### src/rtl/executor_merge.sv
// executor_merge: on lock-down, ORs the 4x4 piece into matrix memory by read-modify-write, one row per cycle.
// Latency: 4 merge cycles after the accept edge, done_o in the 5th cycle, ready_o high again in the 6th.
// Backpressure: v_i taken only while ready_o=1, else dropped; EXECUTOR_MERGE_COLLIDE_EN adds the collide_o flag.
module executor_merge #(
  parameter int width_p  = 16,
  parameter int height_p = 32,
  parameter int debug_p  = 0
) (
  input  logic                        clk_i,
  input  logic                        reset_n_i,
  input  logic                        v_i,
  output logic                        ready_o,
  input  logic [15:0]                 piece_i,
  input  logic [$clog2(width_p)-1:0]  pos_x_i,
  input  logic [$clog2(height_p)-1:0] pos_y_i,
  output logic                        done_o,
  output logic                        collide_o,
  output logic [$clog2(height_p)-1:0] mm_read_addr_o,
  input  logic [width_p-1:0]          mm_read_data_i,
  output logic [$clog2(height_p)-1:0] mm_write_addr_o,
  output logic [width_p-1:0]          mm_write_data_o,
  output logic                        mm_write_v_o
);

  localparam int x_w_lp = $clog2(width_p);
  localparam int y_w_lp = $clog2(height_p);

  typedef enum logic [1:0] {
    eIDLE  = 2'd0,
    eMerge = 2'd1,
    eDone  = 2'd2
  } state_e;

  state_e              r_state;
  state_e              w_state_n;
  logic [1:0]          r_row_cnt;
  logic [15:0]         r_piece;
  logic [x_w_lp-1:0]   r_pos_x;
  logic [y_w_lp-1:0]   r_pos_y;

  logic                w_accept;
  logic [3:0]          w_nibble;
  logic [y_w_lp:0]     w_row;
  logic                w_row_ok;
  logic [width_p-1:0]  w_mask;

  assign w_accept = (r_state == eIDLE) && v_i;

  // Piece row currently being merged and the matrix row it lands on; the
  // extra MSB on w_row keeps off-bottom rows from aliasing onto the top.
  assign w_nibble = r_piece[{r_row_cnt, 2'b00} +: 4];
  assign w_row    = {1'b0, r_pos_y} + {{(y_w_lp-1){1'b0}}, r_row_cnt};
  assign w_row_ok = (w_row < (y_w_lp+1)'(height_p));

`ifdef EXECUTOR_MERGE_COLLIDE_EN
  // Double-width shift so bits pushed past the right edge stay visible.
  logic [2*width_p-1:0] w_shift_full;
  logic                 w_spill;
  logic                 w_hit;
  logic                 r_collide;

  assign w_shift_full = (2*width_p)'(w_nibble) << r_pos_x;
  assign w_mask       = w_shift_full[width_p-1:0];
  assign w_spill      = |w_shift_full[2*width_p-1:width_p];
  assign w_hit        = (|(mm_read_data_i & w_mask)) || w_spill ||
                        ((w_nibble != 4'd0) && !w_row_ok);

  // Sticky collision flag: cleared on accept, accumulates over the 4 merge rows
  always_ff @(posedge clk_i or negedge reset_n_i) begin
    if (!reset_n_i) begin
      r_collide <= 1'b0;
    end else if (w_accept) begin
      r_collide <= 1'b0;
    end else if ((r_state == eMerge) && w_hit) begin
      r_collide <= 1'b1;
    end
  end

  assign collide_o = r_collide;
`else
  assign w_mask    = width_p'(w_nibble) << r_pos_x;
  assign collide_o = 1'b0;
`endif

  // State register
  always_ff @(posedge clk_i or negedge reset_n_i) begin
    if (!reset_n_i) begin
      r_state <= eIDLE;
    end else begin
      r_state <= w_state_n;
    end
  end

  // Next-state and state-decoded outputs
  always_comb begin
    w_state_n    = r_state;
    ready_o      = 1'b0;
    done_o       = 1'b0;
    mm_write_v_o = 1'b0;
    case (r_state)
      eIDLE: begin
        ready_o = 1'b1;
        if (v_i) w_state_n = eMerge;
      end
      eMerge: begin
        // Empty piece rows and rows below the matrix are never written.
        mm_write_v_o = w_row_ok && (w_mask != '0);
        if (r_row_cnt == 2'd3) w_state_n = eDone;
      end
      eDone: begin
        done_o    = 1'b1;
        w_state_n = eIDLE;
      end
      default: w_state_n = eIDLE;
    endcase
  end

  // Request capture on accept and row counter advance during merge
  always_ff @(posedge clk_i or negedge reset_n_i) begin
    if (!reset_n_i) begin
      r_piece   <= '0;
      r_pos_x   <= '0;
      r_pos_y   <= '0;
      r_row_cnt <= '0;
    end else if (w_accept) begin
      r_piece   <= piece_i;
      r_pos_x   <= pos_x_i;
      r_pos_y   <= pos_y_i;
      r_row_cnt <= '0;
    end else if (r_state == eMerge) begin
      r_row_cnt <= r_row_cnt + 2'd1;
    end
  end

  // Read and write share one address: the read data returns combinationally
  // and is written back with the piece bits OR-ed in.
  assign mm_read_addr_o  = w_row[y_w_lp-1:0];
  assign mm_write_addr_o = w_row[y_w_lp-1:0];
  assign mm_write_data_o = mm_read_data_i | w_mask;

  // Debug build: the done state must always fall straight back to idle
  generate
    if (debug_p != 0) begin : g_debug
      a_done_to_idle: assert property (@(posedge clk_i) disable iff (!reset_n_i)
        (r_state == eDone) |=> (r_state == eIDLE));
    end
  endgenerate

endmodule

### config.mk
export PLATFORM = sky130hd
export DESIGN_NAME = executor_merge
export DESIGN_NICKNAME = d
export VERILOG_FILES = /design/src/rtl/executor_merge.sv
export SDC_FILE = /design/constraint.sdc
export NUM_CORES = 1
export LEC_CHECK = 0
export ABC_AREA = 1
export BUFFER_PORTS_ARGS = -buffer_cell sky130_fd_sc_hd__buf_2
export CORE_UTILIZATION = 45
export CTS_CLUSTER_SIZE = 20
export DETAILED_ROUTE_END_ITERATION = 10
export PLACE_DENSITY = 0.75
export RECOVER_POWER = 50
export REMOVE_ABC_BUFFERS = 1
export SLEW_MARGIN = 20
export SYNTH_ARGS = -nofsm -noshare
export SYNTH_HDL_FRONTEND = slang
export SYNTH_SLANG_ARGS = --single-unit
### constraint.sdc
create_clock -name clk_i -period 2.1 [get_ports clk_i]
set_input_delay 0 -clock clk_i [delete_from_list [all_inputs] [get_ports clk_i]]
set_output_delay 0 -clock clk_i [all_outputs]
set_load 0.01 [all_outputs]
==> summary.md <==
| Metric | Value |
|---|---|
| Synth top area share | `39.89%` |
| Nets | `394` |
| Most frequent cells in the layout | `99 x nand2_1, 67 x buf_2, 27 x dfrtp_1, 26 x dlygate4sd3_1` |
| Die width | `about 66 um` |
| Total of max-cap violations | `1` |
| HPWL after detailed placement | `3222 um` |
| CP Data Required Time | `2.10 ns` |
| CP Launch Type | `flop` |
| Fmax | `roughly 0.52 GHz` |
| Setup Skew | `0.001292 ns` |
| Final WS setup | `0.1871 ns` |
| Register area share after synthesis | `39.89%` |
| Clk root buf | `clkbuf_8` |
| Htree depth | `2` |
| EDFF count, synth | `0` |
| Grt total ovfl | `0` |
| Final period util | `91.09%` |
| GRT Util Overall | `22.34%` |
| Largest net degree at the start of global routing | `30` |
| Slew headroom | `-1.078%` |
| Vias in the first global route | `between 1500 and 2000` |
| RePlAce Congestion | `about 0.89` |
| Cell area after synthesis | `1819 um2` |
| Synth Warn # | `0` |
| CTS tree | `done` |
| Synth Register Bits | `29` |
| Pre-CTS WS | `0.3558 ns` |
| Clk_lat worst skew | `between 0.2 and 0.3 ns` |
| Crit-path max cell delay | `0.43 ns` |
| Status | `finished with violations` |
| Reg clk slew, reported paths | `0.05 ns` |
| Max-slew violations | `30` |
| Final Hold Viols | `0` |
| Clk buf depth | `2` |
| Failing checks | `capacitance limit, slew limit` |
| Ys flop type | `dfrtp_1` |
| Fill cells | `329` |
| Area Growth Syn to Fin | `40.51%` |
| DR vias/cell | `4.815` |
| IO Count | `74` |
| Crit-path leading delay family | `simple AND/OR/NAND/NOR gates` |
| Die ar. | `4301 um2` |
| Initial DRC count | `122` |
| Max FO, Critical Path | `7` |
| Yosys top cell by area | `dfrtp_1` |
| Post-synthesis cell count | `250` |
| Initial DRT Pass Iterations | `4` |
| Tmin final | `1.913 ns` |
| Worst-path cell with the longest stage delay | `dfrtp_2` |
| Worst Setup Path Type | `flop to output port` |
| Residual DRC | `0` |
| Worst-Margin Slew | `around 1.5 ns` |
| Syn Area/Cell | `7.277 um2` |
| Share of layout cells above drive strength 1 | `a little under a third` |
| Distinct cells, synth | `27` |
| CP endpoint kind | `output port` |
| Standard-cell row count | `22` |
| # setup viols final | `0` |
| CTS Buf Count | `5` |
| CP Cell Sequence | `buf_4 -> nand2_1 -> nand3_1 -> nand3_1 -> nand3_1 -> nand3_1 -> nand2_1 -> inv_1 -> nand2_1 -> nor2_1 -> nand3_1 -> nand2_1 -> inv_1 -> buf_2` |
| CP Buf/Inv Count | `4` |
| Ant diodes | `0` |
| Remaining antenna violation count after routing | `0` |
| Post-DR wirelength/cell | `roughly 11 um` |
| Synth async-reset ratio | `between 90% and 100%` |
| Die Y-Extent | `roughly 66 um` |
| Worst vdd rail ir drop | `0.0008114 V` |
| WP data arrival | `approximately 1.9 ns` |
| Crit-path most repeated cell | `nand3_1` |
| Most common cell after layout, fill and taps aside | `nand2_1` |
| RSZ-0062 raised after global routing | `no` |
| Core box area | `3771 um2` |
| Pleak | `1.397 nW` |
| Power per cell area | `~1500 nW/um2` |
| Via count | `1897` |
| Hold Crit Class | `primary input to output port` |
| Clock sinks | `29` |
| First-pass GRT wire length | `~7300 um` |
| Setup TNS | `0 ns` |
| IO buf count | `72` |
| Area contributors post-synth | `dfrtp_1 40%, nand2_1 20%, nand3_1 5.8%` |
| Initial core utilization | `roughly 48%` |
| Detailed-route wire length | `4405 um` |
| Initial antenna violation count | `0` |
## repair_timing
item / 4_1_cts / 5_1_grt
setup buffers: 0 / 2
gates resized for setup: 0 / 5
hold buffers: 26 / 0
endpoints found under the setup margin: 0 / 5
endpoints found under the hold margin: 54 / 0
## cell type report
type	instances	area, um2	share of cell area (%)
Timing Repair Buffer	103	660.6	25.84
Sequential cell	29	728.2	28.49
Clock buffer	7	86.33	3.377
Multi-Input combinational cell	184	932.1	36.47
Tap cell	48	60.06	2.349
Inverter	23	88.84	3.475
## routing by layer
metal	vias up	wire length, um	track usage [%]	share of wire (%)
met5	-	0	0	0
met2	70	2193	39.18	50
met1	847	1918	26.35	44
met3	8	241	5.729	5.5
li1	972	-	-	-
met4	0	52	7.337	1.2
## cell usage after synthesis (2+ instances only)
cell      number
buf_2          2
or2_2          4
nand2_1       99
xor2_1         2
nand3_2        7
buf_4          6
o21bai_1       8
nor2_1         9
inv_2          4
dfrtp_1       29
inv_1         19
o21ai_0        9
a21o_1         2
nand3_1       21
ha_1           3
clkbuf_1       5
nand4_1        5
nand2_2        7
## power breakdown
part | leakage (nW) | total (mW) | internal, mW | switching, mW
registers | 0.356 | 1.09 | 0.831 | 0.263
logic | 0.996 | 2.25 | 0.900 | 1.35
clock network | 0.0443 | 0.450 | 0.259 | 0.191
## worst paths after layout
check | startpoint | end | slack, ns | cells after the start
worst min-delay path | mm_read_data_i[3] | mm_write_data_o[3] | 0.26 | 3
worst max register to register | r_state[0] | r_state[0] | 0.56 | 4
worst max-delay path | r_row_cnt[0] | mm_write_v_o | 0.19 | 14
max in group asynchronous | reset_n_i | r_row_cnt[0] | 0.48 | 2
min in group asynchronous | reset_n_i | r_state[1] | 0.62 | 2
worst min register to register | r_piece[2] | r_piece[2] | 0.48 | 2
## worst min-delay path, delay by kind of cell
family / cells / cell delay (ns)
AOI/OAI and AO/OA: 1 / 0.07
buffers and inverters: 2 / 0.20
## metrics by stage
| step | power [mW] | cells | instance area, um2 | utilization (%) | hold WS (ns) |
|---|---|---|---|---|---|
| after floorplan | 2.528 | 236 | 1734 | - | -0.2956 |
| after global placement | 3.224 | 359 | 2190 | 58.06 | 0.05253 |
| after detailed placement | 3.266 | 359 | 2190 | 58.06 | 0.05597 |
| after CTS | 3.765 | 392 | 2536 | 67.25 | 0.1874 |
| after global routing | 4.197 | 394 | 2556 | 67.78 | 0.2742 |
| final | 3.798 | 394 | 2556 | 67.78 | 0.2599 |
## sequential cells by signal, indices dropped and copies added (netlist names)
name       cells
r_state        2
r_piece       16
r_pos_x        4
r_pos_y        5
r_row_cnt      2
## logic make-up (layout without fill, tap and decap cells)
family                     count (synthesis)  after routing  share of synthesized area, %
AOI/OAI and AO/OA                         23             23                         8.184
buffers and inverters                     37            133                         9.422
other                                      1              1                        0.2061
adders and majority gates                  4              4                         3.164
xor gates and xnor gates                   3              3                         1.445
DFF                                       29             29                         39.89
and+or+nand+nor                          153            153                         37.69
Note: power is estimated with default switching activity, not from simulation.
